$ cat src/rtl/frame_align_ctrl.sv
// frame_align_ctrl: bitslip search that aligns an ISERDES frame-clock lane onto a target word.
// Build option FRAME_ALIGN_RELOCK_EN: after loss of lock, restart the search without waiting for start.
//
// state    | meaning
// ---------+----------------------------------------------------------
// S_IDLE   | waiting for start
// S_SETTLE | settle timer counting down after start or a bitslip
// S_CHECK  | counting consecutive frame_word == TARGET matches
// S_SLIP   | one-cycle bitslip pulse, slip_count advances on exit
// S_LOCKED | aligned, every word still compared against TARGET
// S_FAIL   | slip budget exhausted, waiting for start
module frame_align_ctrl #(
  parameter int               WIDTH       = 8,
  parameter logic [WIDTH-1:0] TARGET      = WIDTH'(8'hF0),
  parameter int               SETTLE      = 16,
  parameter int               LOCK_CHECKS = 4,
  parameter int               MAX_SLIPS   = 16
) (
  input  logic             sample_clk,
  input  logic             reset,
  input  logic             start,
  input  logic [WIDTH-1:0] frame_word,
  output logic             bitslip,
  output logic             aligned,
  output logic             failed,
  output logic [4:0]       slip_count,
  output logic             lost_lock
);

  localparam logic [7:0] SETTLE_C    = 8'(SETTLE);
  localparam logic [3:0] LOCK_LAST_C = 4'(LOCK_CHECKS - 1);
  localparam logic [4:0] MAX_SLIPS_C = 5'(MAX_SLIPS);

  typedef enum logic [2:0] {
    S_IDLE,
    S_SETTLE,
    S_CHECK,
    S_SLIP,
    S_LOCKED,
    S_FAIL
  } state_t;

  state_t     state;
  logic [7:0] settle_cnt;
  logic [3:0] match_cnt;

  always_ff @(posedge sample_clk) begin
    if (reset) begin
      state      <= S_IDLE;
      settle_cnt <= '0;
      match_cnt  <= '0;
      slip_count <= '0;
      bitslip    <= 1'b0;
      aligned    <= 1'b0;
      failed     <= 1'b0;
      lost_lock  <= 1'b0;
    end else if (start) begin
      state      <= S_SETTLE;
      settle_cnt <= SETTLE_C;
      match_cnt  <= '0;
      slip_count <= '0;
      bitslip    <= 1'b0;
      aligned    <= 1'b0;
      failed     <= 1'b0;
      lost_lock  <= 1'b0;
    end else begin
      // bitslip is only ever set on the transition into S_SLIP, so it cannot repeat
      bitslip <= 1'b0;
      case (state)
        S_SETTLE: begin
          settle_cnt <= settle_cnt - 8'd1;
          if (settle_cnt <= 8'd1) begin
            settle_cnt <= '0;
            match_cnt  <= '0;
            state      <= S_CHECK;
          end
        end
        S_CHECK: begin
          if (frame_word == TARGET) begin
            match_cnt <= match_cnt + 4'd1;
            if (match_cnt >= LOCK_LAST_C) begin
              aligned <= 1'b1;
              state   <= S_LOCKED;
            end
          end else begin
            match_cnt <= '0;
            if (slip_count < MAX_SLIPS_C) begin
              bitslip <= 1'b1;
              state   <= S_SLIP;
            end else begin
              failed <= 1'b1;
              state  <= S_FAIL;
            end
          end
        end
        S_SLIP: begin
          if (slip_count < MAX_SLIPS_C) begin
            slip_count <= slip_count + 5'd1;
          end
          settle_cnt <= SETTLE_C;
          state      <= S_SETTLE;
        end
        S_LOCKED: begin
          if (frame_word != TARGET) begin
            lost_lock <= 1'b1;
            aligned   <= 1'b0;
`ifdef FRAME_ALIGN_RELOCK_EN
            slip_count <= '0;
            match_cnt  <= '0;
            settle_cnt <= SETTLE_C;
            state      <= S_SETTLE;
`else
            state <= S_IDLE;
`endif
          end
        end
        S_IDLE, S_FAIL: begin
        end
        default: begin
          state <= S_IDLE;
        end
      endcase
    end
  end

endmodule

$ cat config.mk
export PLATFORM = sky130hd
export DESIGN_NAME = frame_align_ctrl
export DESIGN_NICKNAME = d
export VERILOG_FILES = /design/src/rtl/frame_align_ctrl.sv
export SDC_FILE = /design/constraint.sdc
export NUM_CORES = 1
export LEC_CHECK = 0
export CORE_ASPECT_RATIO = 1.1
export CORE_MARGIN = 3
export CORE_UTILIZATION = 29
export CTS_CLUSTER_SIZE = 14
export DETAILED_ROUTE_END_ITERATION = 10
export MAX_ROUTING_LAYER = met4
export PLACE_DENSITY = 0.56
export REMOVE_ABC_BUFFERS = 1
export SLEW_MARGIN = 20
export SYNTH_ARGS = -nofsm -noshare
export SYNTH_HDL_FRONTEND = slang
export SYNTH_SLANG_ARGS = --single-unit
$ cat constraint.sdc
create_clock -name sample_clk -period 2.4 [get_ports sample_clk]
set_input_delay 0.24 -clock sample_clk [delete_from_list [all_inputs] [get_ports sample_clk]]
set_output_delay 0.24 -clock sample_clk [all_outputs]
set_load 0.05 [all_outputs]
==> results of run 1 <==
[cells in the final DEF (no fill, tap or decap), types with 5 or more instances in the layout]
cell type	n
dfxtp_1	24
a31oi_1	5
clkdlybuf4s50_1	19
nor2_1	13
a21oi_1	14
o21ai_0	5
inv_1	7
nand2_1	11
[flip-flops by register name (all words and copies together) (netlist names)]
register    flops
state           3
settle_cnt      8
failed          1
lost_lock       1
match_cnt       4
bitslip         1
aligned         1
slip_count      5
[critical path: stages, from the launching register on]
cell and delay (ps):
dfxtp_1 410, inv_1 80, ha_1 290, or2_4 290, a311oi_2 320, buf_4 220
o31ai_1 70, a311oi_1 250
[worst max path at each step]
stage | cells after the start | start | end | slack (ps)
after floorplan | 6 | settle_cnt[0]$_SDFFE_PP0P_ | settle_cnt[3]$_SDFFE_PP0P_ | 380
after global placement | 7 | settle_cnt[0]$_SDFFE_PP0P_ | settle_cnt[7]$_SDFFE_PP0P_ | 510
after detailed placement | 7 | settle_cnt[0]$_SDFFE_PP0P_ | settle_cnt[7]$_SDFFE_PP0P_ | 430
after CTS | 7 | settle_cnt[0]$_SDFFE_PP0P_ | settle_cnt[7]$_SDFFE_PP0P_ | 410
after global routing | 7 | settle_cnt[0]$_SDFFE_PP0P_ | settle_cnt[5]$_SDFFE_PP0P_ | 280
final | 7 | settle_cnt[0]$_SDFFE_PP0P_ | settle_cnt[7]$_SDFFE_PP0P_ | 390
[Yosys cell counts]
cell type and count:
and3b_1 1, inv_1 7, a2111oi_0 1, nand2b_4 1, buf_4 1, nand2b_1 3, o211ai_1 3, and3_1 3
mux2i_1 4, nor3_1 4, xnor2_1 1, nand4_1 3, nor4_4 1, a31oi_1 5, ha_1 4, o31ai_1 2
a211oi_1 1, o21ai_0 5, and2_1 2, a311oi_2 1, nor2_1 13, clkbuf_1 3, nand3b_1 2, a311oi_1 4
nand3_1 3, or2b_1 2, buf_6 1, dfxtp_1 24, nand2_1 11, nor3b_2 1, and4bb_1 1, nor3_2 2
a41oi_1 2, and4_1 1, or2_4 1, a221oi_2 1, a21oi_1 14, xor2_1 2, buf_2 3, nor2b_1 3
or2_2 1
[area by class of cell]
class                           instances  area, um^2
Fill cell                             401        2547
Multi-Input combinational cell        109       734.5
Sequential cell                        24       480.5
Timing Repair Buffer                   21       205.2
Tap cell                               52       65.06
Clock buffer                            4       55.05
Inverter                                7       26.28
[power by group]
part           switching [mW]  internal (mW)  total [mW]
logic                  0.0597         0.0549       0.115
clock network           0.134          0.147       0.281
registers              0.0124          0.406       0.418
total                   0.206          0.607       0.813
[per-layer routing]
| metal | global-route usage (%) | vias up |
|---|---|---|
| li1 | - | 573 |
| met1 | 14.65 | 485 |
| met2 | 17.80 | 32 |
| met3 | 1.979 | 3 |
| met4 | 4.772 | 0 |
| met5 | - | - |
[kinds of logic (layout without fill, tap and decap cells)]
group / after synthesis / in the layout / share of synthesized area (%)
XOR/XNOR: 3 / 3 / 2.043
adder cells (fa/ha/maj): 4 / 4 / 3.891
flip-flops: 24 / 24 / 37.35
AO/OA/AOI/OAI: 39 / 39 / 20.43
AND/OR/NAND/NOR: 59 / 59 / 27.63
buffers and inverters: 15 / 32 / 5.545
multiplexers: 4 / 4 / 3.113
==> out/results.ini, run 1 <==
[run_status]
outcome = finished, final reports clean

[final_layout]
area_delta_synth_final_pct = 21.79
stdcell_area_mm2 = 0.001567
antennaDiodeCount = 0
post-route-util_pct = 38.08
final_nets = 181
stdcell_count = 217
drive_gt1_share_pct = 9.091

[sta]
fin_hold_ws_ps = 483.8
rsz0062_at_grt = no
tightest_slew_ps = 522.9
min_period_ps = 2011
period_share_pct = 83.81
slew_headroom_pct = 64.95
slew_violations = 0
fmax_mhz = 497.2
timing.setup.tns_ps = 0
hold_viol_final = 0
setup_ws_ps = 388.6
final-setup-viol-count = 0
skew_ps = 4.267

[logic_synthesis]
avgSynthCellArea_um2 = 8.691
ys_seq_elements = 24
synth_area_leader_cell = dfxtp_1
netlist_instances = 148
yosysSeqAreaShare_pct = 37.35
syn-cell-area_mm2 = 0.001286
ys_types = 41
synth_top_area_share_pct = 37.35
synth.area.top_cells = dfxtp_1 (37%), a21oi_1 (5.4%), ha_1 (3.9%), nor2_1 (3.8%), nand2_1 (3.2%)
yosysWarnings = 0

[clock_tree]
cts_hold_buf = 0
clk_root_buffer_cell = clkbuf_8
clk_latency_ps = 270
cts_buffer_depth = 2
cts_tree = built
postCtsSetupBuffers = 0
cts_buffers = 3
htree_levels = 1
ctsResizeCount = 0
clk_pin_slew_ps = 80
cts.sinks = 24

[power]
power_density_mw_per_mm2 = 519.2
power.leakage_nw = 0.5354
ir_worst_vdd_uv = 236.8
finalPower_uw = 813.3

[worst_setup_path]
worstPathMaxFanout = 8
end_kind = flop
reg2reg_from = settle_cnt[0]$_SDFFE_PP0P_
cp.arrival_ps = 2190
start_kind = flop
cp.required_ps = 2580
rr_worst_depth = 7
timing.rr.end = settle_cnt[7]$_SDFFE_PP0P_
r2r_setup_slack_ps = 390
path_class = reg -> reg

[hold_path]
hold_start = lost_lock$_SDFFE_PP0P_
min_to = lost_lock$_SDFFE_PP0P_
hold_class = reg -> reg
hold_depth = 2

[global_routing]
grt_pass1_wl_mm = 4.754
grt-ovfl-total = 0
grt_max_degree = 17
globalRouteTotalUtil_pct = 11.38
grt_pass1_vias = 1067
antenna_found_initial = 0

[floorplan]
io_pins = 20
die_area_mm2 = 0.005272
core_area_mm2 = 0.004114
initial_utilization_pct = 31.27
die_x_um = 69.50
fp.dieH_um = 75.85
num_rows = 24

[drt]
drc_errors = 0
wl_per_cell_um = 12.56
wirelength_mm = 2.725
firstDrtPassIters = 4
dr_wl_met2_mm = 1.212
vias = 1093
drtIter0Drc = 75
detail-route-antenna-nets = 0
drt-met1-wl_mm = 1.365
via_per_inst = 5.037
routed-wl-met3_um = 117
top_layer_used = met4

[flow_run]
cap_violations = 0

[placement]
place_congestion = 0.8762
place.port_buffers = 19
hpwl_mm = 1.999
placed_area_mm2 = 0.001511
dp_cells = 213
dpl_worst_slack_ps = 425.5

Power figures use the tool's default switching activity.
==> run 2: changes to the inputs <==
--- a/config.mk
+++ b/config.mk
@@ -11,7 +11,7 @@
 export CTS_CLUSTER_SIZE = 14
 export DETAILED_ROUTE_END_ITERATION = 10
 export MAX_ROUTING_LAYER = met4
-export PLACE_DENSITY = 0.56
+export PLACE_DENSITY = 0.58
 export REMOVE_ABC_BUFFERS = 1
 export SLEW_MARGIN = 20
 export SYNTH_ARGS = -nofsm -noshare
==> constraint.sdc (replaced) <==
create_clock -name sample_clk -period 1.79 [get_ports sample_clk]
set_input_delay 0.179 -clock sample_clk [delete_from_list [all_inputs] [get_ports sample_clk]]
set_output_delay 0.179 -clock sample_clk [all_outputs]
set_load 0.05 [all_outputs]
==> run 2 against run 1 <==
Compared with the run above:
- critical path depth unchanged
- largest cell class unchanged
- flip-flop and latch count unchanged
- sequential share of layout area decreased by 2.5 points
- power increased by 53%
- sequential power increased by 33%
- worst hold slack got worse by 0.93 ps
- clock skew increased by 1.1 ps
- clock power increased by 73%
- non-clock buffer count increased by 13
- combinational power increased by 73%
- critical endpoint unchanged
- critical path type unchanged
==> out/results.ini, run 2 (synthesis gave the netlist of run 1 again) <==
[clock_tree]
htree_levels = 1  ; unchanged
cts_tree = built
cts.sinks = 24  ; unchanged
clk_pin_slew_ps = 90  ; about the same
cts_buffers = 3  ; unchanged
cts_hold_buf = 0  ; unchanged
cts_buffer_depth = 2  ; unchanged
clk_root_buffer_cell = clkbuf_8
clk_latency_ps = 270  ; about the same

[final_layout]
antennaDiodeCount = 0  ; unchanged
largest-register = settle_cnt
final_cell_mix = dfxtp_1 (22), clkdlybuf4s50_1 (18), buf_4 (15), a21oi_1 (14), nor2_1 (13)
final_common_cell = dfxtp_1
drive_gt1_share_pct = 20.22  ; +11 points
stdcell_area_mm2 = 0.001714  ; +9.4%
top_regs = settle_cnt x8, slip_count x5, match_cnt x4
largest_reg_flops = 8  ; unchanged
multi_input_area_um2 = 764.5  ; +4.1%
area_delta_synth_final_pct = 33.27
post-route-util_pct = 41.67  ; +3.6 points
nFillCells = 401  ; unchanged
final_nets = 194  ; +7.2%
regArea_um2 = 483.0  ; +0.52%

[drt]
drtIter0Drc = 53  ; -29%
drc_errors = 0  ; unchanged
firstDrtPassIters = 4  ; unchanged
detail-route-antenna-nets = 0  ; unchanged
vias = 1179  ; +7.9%
via_per_inst = 5.126  ; +1.8%
wirelength_mm = 3.105  ; +14%
wl_per_cell_um = 13.50  ; +7.5%

[floorplan]
initial_utilization_pct = 31.27  ; unchanged
num_rows = 24  ; unchanged
fp.dieH_um = 75.85  ; unchanged
die_area_mm2 = 0.005272  ; unchanged
die_x_um = 69.50  ; unchanged
core_area_mm2 = 0.004114  ; unchanged
io_pins = 20  ; unchanged

[sta]
skew_ps = 5.388  ; +1.121 ps
min_period_ps = 1726  ; -284.9 ps
final-setup-viol-count = 0  ; unchanged
fin_hold_ws_ps = 482.9  ; -0.9340 ps
period_share_pct = 96.45  ; +13 points
rsz0062_at_grt = yes
slew_violations = 0  ; unchanged
tightest_slew_ps = 504.0  ; -18.94 ps
slew_headroom_pct = 66.30  ; +1.3 points
fmax_mhz = 579.2  ; +17%
hold_viol_final = 0  ; unchanged

[placement]
place.port_buffers = 19  ; unchanged
hpwl_mm = 2.234  ; +12%
placed_area_mm2 = 0.001584  ; +4.8%
place_congestion = 0.7784  ; -11%

[hold_path]
hold_class = reg -> reg

[global_routing]
globalRouteTotalUtil_pct = 12.40  ; +1.0 points
grt_max_degree = 17  ; unchanged
grt-ovfl-total = 0  ; unchanged
antenna_found_initial = 0  ; unchanged
grt_pass1_wl_mm = 5.154  ; +8.4%
grt_pass1_vias = 1220  ; +14%

[power]
power_density_mw_per_mm2 = 725.9  ; +40%
ir_worst_vdd_uv = 358.1  ; +51%
power.leakage_nw = 0.6118  ; +14%

[flow_run]
cap_violations = 0  ; unchanged

[worst_setup_path]
cp.arrival_ps = 1920  ; -270 ps
start_kind = flop
worstPathMaxFanout = 6  ; -2
cp.required_ps = 1980  ; -600 ps
path_class = reg -> reg
end_kind = flop

[run_status]
outcome = finished, final reports clean

-- run 2: critical path: stages, from the launching register on --
cell      delay (ps)
dfxtp_2          360
inv_2             40
ha_2             160
or2_4            250
a311oi_4         340
buf_6            170
o31ai_4           60
a311oi_1         250
-- run 2: final timing paths --
path                                                 start                         end  slack, ps  cells after the start
worst max register to register  settle_cnt[0]$_SDFFE_PP0P_  settle_cnt[7]$_SDFFE_PP0P_         60                      7
worst min register to register         failed$_SDFFE_PP0P_         failed$_SDFFE_PP0P_        480                      2
worst min-delay path                   failed$_SDFFE_PP0P_         failed$_SDFFE_PP0P_        480                      2
worst max-delay path            settle_cnt[0]$_SDFFE_PP0P_  settle_cnt[7]$_SDFFE_PP0P_         60                      7
-- run 2: what timing repair did --
action	4_1_cts	5_1_grt
setup endpoints to repair	2	8
gates resized for setup	1	10
cloned	0	0
pin swaps	0	6
hold endpoints to repair	0	0
buffers inserted	2	1
-- run 2: power breakdown --
| group | internal, mW | switching [mW] | total [mW] |
|---|---|---|---|
| logic | 0.100 | 0.0992 | 0.199 |
| clock network | 0.299 | 0.188 | 0.487 |
| registers | 0.544 | 0.0133 | 0.558 |
| total | 0.943 | 0.301 | 1.24 |
-- run 2: per-layer routing --
metal	track usage (%)	vias up	wire (um)
li1	-	600	-
met1	14.40	552	1464
met2	21.93	23	1523
met3	1.979	4	87
met4	4.555	0	30
met5	-	-	0
-- run 2: through the flow --
step | power, mW | setup WS, ps | setup TNS, ps | cells
after floorplan | 0.6694 | -227.0 | -650.2 | 140
after global placement | 0.7404 | 49.82 | 0 | 223
after detailed placement | 0.7445 | -40.70 | -61.63 | 223
after CTS | 1.240 | 27.47 | 0 | 229
after global routing | 1.292 | -46.84 | -88.30 | 230
final | 1.244 | 63.51 | 0 | 230
-- run 2: cell type report --
type / count / share of cell area [%]
flip-flops and latches: 24 / 28.18
well taps: 52 / 3.796
inverters: 7 / 1.533
clock buffers: 3 / 2.409
multi-input cells: 109 / 44.60
clock inverters: 1 / 1.752
repair buffers: 34 / 17.74
==> run 3: changes to the inputs <==
--- a/config.mk
+++ b/config.mk
@@ -5,13 +5,14 @@
 export SDC_FILE = /design/constraint.sdc
 export NUM_CORES = 1
 export LEC_CHECK = 0
+export ABC_CLOCK_PERIOD_IN_PS = 2000
 export CORE_ASPECT_RATIO = 1.1
 export CORE_MARGIN = 3
 export CORE_UTILIZATION = 29
 export CTS_CLUSTER_SIZE = 14
 export DETAILED_ROUTE_END_ITERATION = 10
 export MAX_ROUTING_LAYER = met4
-export PLACE_DENSITY = 0.58
+export PLACE_DENSITY = 0.56
 export REMOVE_ABC_BUFFERS = 1
 export SLEW_MARGIN = 20
 export SYNTH_ARGS = -nofsm -noshare
==> constraint.sdc (replaced) <==
create_clock -name sample_clk -period 2 [get_ports sample_clk]
set_input_delay 0.2 -clock sample_clk [delete_from_list [all_inputs] [get_ports sample_clk]]
set_output_delay 0.2 -clock sample_clk [all_outputs]
set_load 0.05 [all_outputs]
==> run 3 against run 2 <==
Compared with the run above:
- setup slack improved by 96 ps
- critical path depth did not move
- final cell count fell by 4.3%
- flip-flop and latch count did not move
- wire length fell by 5.6%
- critical path type unchanged
- largest cell class unchanged
==> out/results.ini, run 3 (synthesis gave the netlist of run 1 again) <==
[final_layout]
post-route-util_pct = 39.32  ; -2.3 points
largest-register = settle_cnt
final_nets = 184  ; -5.2%
stdcell_count = 220  ; -4.3%
area_delta_synth_final_pct = 25.78
final_cell_mix = dfxtp_1 (23), clkdlybuf4s50_1 (19), a21oi_1 (14), nor2_1 (13), nand2_1 (11)
final_common_cell = dfxtp_1
antennaDiodeCount = 0  ; unchanged
largest_reg_flops = 8  ; unchanged
top_regs = settle_cnt x8, slip_count x5, match_cnt x4
drive_gt1_share_pct = 11.31  ; -8.9 points

[sta]
timing.setup.tns_ps = 0  ; unchanged
tightest_slew_ps = 582.1  ; +78.15 ps
skew_ps = 5.393  ; +0.005580 ps
min_period_ps = 1841  ; +114.3 ps
period_share_pct = 92.04  ; -4.4 points
fmax_mhz = 543.2  ; -6.2%
slew_violations = 0  ; unchanged
slew_headroom_pct = 60.98  ; -5.3 points
final-setup-viol-count = 0  ; unchanged
setup_ws_ps = 159.2  ; +95.69 ps
rsz0062_at_grt = no
hold_viol_final = 0  ; unchanged

[worst_setup_path]
slowest_delay_ps = 380  ; +20 ps
cp.arrival_ps = 2020  ; +100 ps
crit_path_top_delay_cell = dfxtp_1
end_kind = flop
path_class = reg -> reg
path_cells = inv_1, ha_1, or2_4, a311oi_4, buf_4, o31ai_1, a311oi_1
worstPathMaxFanout = 8  ; +2
cp.required_ps = 2180  ; +200 ps
start_kind = flop

[placement]
dp_cells = 216  ; -3.1%
place.port_buffers = 19  ; unchanged
place_congestion = 0.8160  ; +4.8%
dpl_worst_slack_ps = 75.75  ; +116.4 ps
hpwl_mm = 2.146  ; -4.0%

[drt]
via_per_inst = 5.268  ; +2.8%
wl_per_cell_um = 13.33  ; -1.3%
vias = 1159  ; -1.7%
drtIter0Drc = 34  ; -36%
firstDrtPassIters = 4  ; unchanged
wirelength_mm = 2.932  ; -5.6%
drc_errors = 0  ; unchanged
detail-route-antenna-nets = 0  ; unchanged

[power]
ir_worst_vdd_uv = 282.4  ; -21%
finalPower_mw = 1.080  ; -13%
power.leakage_nw = 0.5589  ; -8.7%
power_density_mw_per_mm2 = 667.8  ; -8.0%

[clock_tree]
cts_buffers = 3  ; unchanged
ctsResizeCount = 0  ; -1
cts_tree = built
htree_levels = 1  ; unchanged
cts_buffer_depth = 2  ; unchanged
clk_latency_ps = 270  ; about the same
clk_pin_slew_ps = 90  ; about the same
postCtsSetupBuffers = 0  ; -2
cts.sinks = 24  ; unchanged
clk_root_buffer_cell = clkbuf_8
cts_hold_buf = 0  ; unchanged

[run_status]
outcome = finished, final reports clean

[flow_run]
cap_violations = 0  ; unchanged

[floorplan]
initial_utilization_pct = 31.27  ; unchanged
num_rows = 24  ; unchanged
die_x_um = 69.50  ; unchanged
io_pins = 20  ; unchanged
fp.dieH_um = 75.85  ; unchanged
core_area_mm2 = 0.004114  ; unchanged
die_area_mm2 = 0.005272  ; unchanged

[global_routing]
grt_pass1_wl_mm = 5.154  ; unchanged
grt_pass1_vias = 1157  ; -5.2%
antenna_found_initial = 0  ; unchanged
grt_max_degree = 17  ; unchanged
grt-ovfl-total = 0  ; unchanged
globalRouteTotalUtil_pct = 12.28  ; -0.12 points

[hold_path]
hold_class = reg -> reg

[run 3: cell count changes in the layout (fill, tap and decap cells not counted)]
cell             delta
buf_4              -10
ha_1                +2
ha_2                -2
inv_1               +2
inv_2               -2
buf_6               -1
clkdlybuf4s50_1     +1
dfxtp_1             +1
dfxtp_2             -1
o21ai_0             +1
o21ai_1             -1
o31ai_1             +1
o31ai_4             -1
[run 3: worst paths after layout]
| check | startpoint | to | slack (ps) | cells after the start |
|---|---|---|---|---|
| min | match_cnt[3]$_SDFFE_PP0P_ | match_cnt[3]$_SDFFE_PP0P_ | 480 | 1 |
| min reg2reg | match_cnt[3]$_SDFFE_PP0P_ | match_cnt[3]$_SDFFE_PP0P_ | 480 | 1 |
| max | settle_cnt[1]$_SDFFE_PP0P_ | settle_cnt[7]$_SDFFE_PP0P_ | 160 | 7 |
| max reg2reg | settle_cnt[1]$_SDFFE_PP0P_ | settle_cnt[7]$_SDFFE_PP0P_ | 160 | 7 |
[run 3: layout make-up]
class | instances | area (um^2)
Multi-Input combinational cell | 109 | 745.7
Fill cell | 410 | 2496
Inverter | 7 | 26.28
Clock buffer | 3 | 41.29
Clock inverter | 1 | 30.03
Tap cell | 52 | 65.06
Timing Repair Buffer | 24 | 227.7
Sequential cell | 24 | 481.7
[run 3: report_power, final]
group / switching, mW / total, mW / internal, mW
registers: 0.0133 / 0.500 / 0.487
clock network: 0.164 / 0.431 / 0.268
logic: 0.0789 / 0.149 / 0.0698
total: 0.256 / 1.08 / 0.824
[run 3: worst max-delay path: cells and delay by family (launching register included)]
family                     cells  cell delay, ps
buffers and inverters          2             300
AOI/OAI and AO/OA              3             610
DFF                            1             380
and+or+nand+nor                1             280
adders and majority gates      1             190
[run 3: per-stage QoR]
stage | hold WS, ps | cell area, um^2
floorplan | 269.1 | 1241
global placement | 452.8 | 1534
detailed placement | 466.5 | 1534
CTS | 482.9 | 1605
global route | 511.4 | 1618
finish | 482.5 | 1618
[run 3: layer usage]
| layer | track usage [%] | wire [um] | part of all wire (%) |
|---|---|---|---|
| met1 | 14.86 | 1408 | 48 |
| met2 | 20.66 | 1384 | 47 |
| met3 | 2.243 | 110 | 3.8 |
| met4 | 4.555 | 28 | 0.95 |
| met5 | - | 0 | 0 |
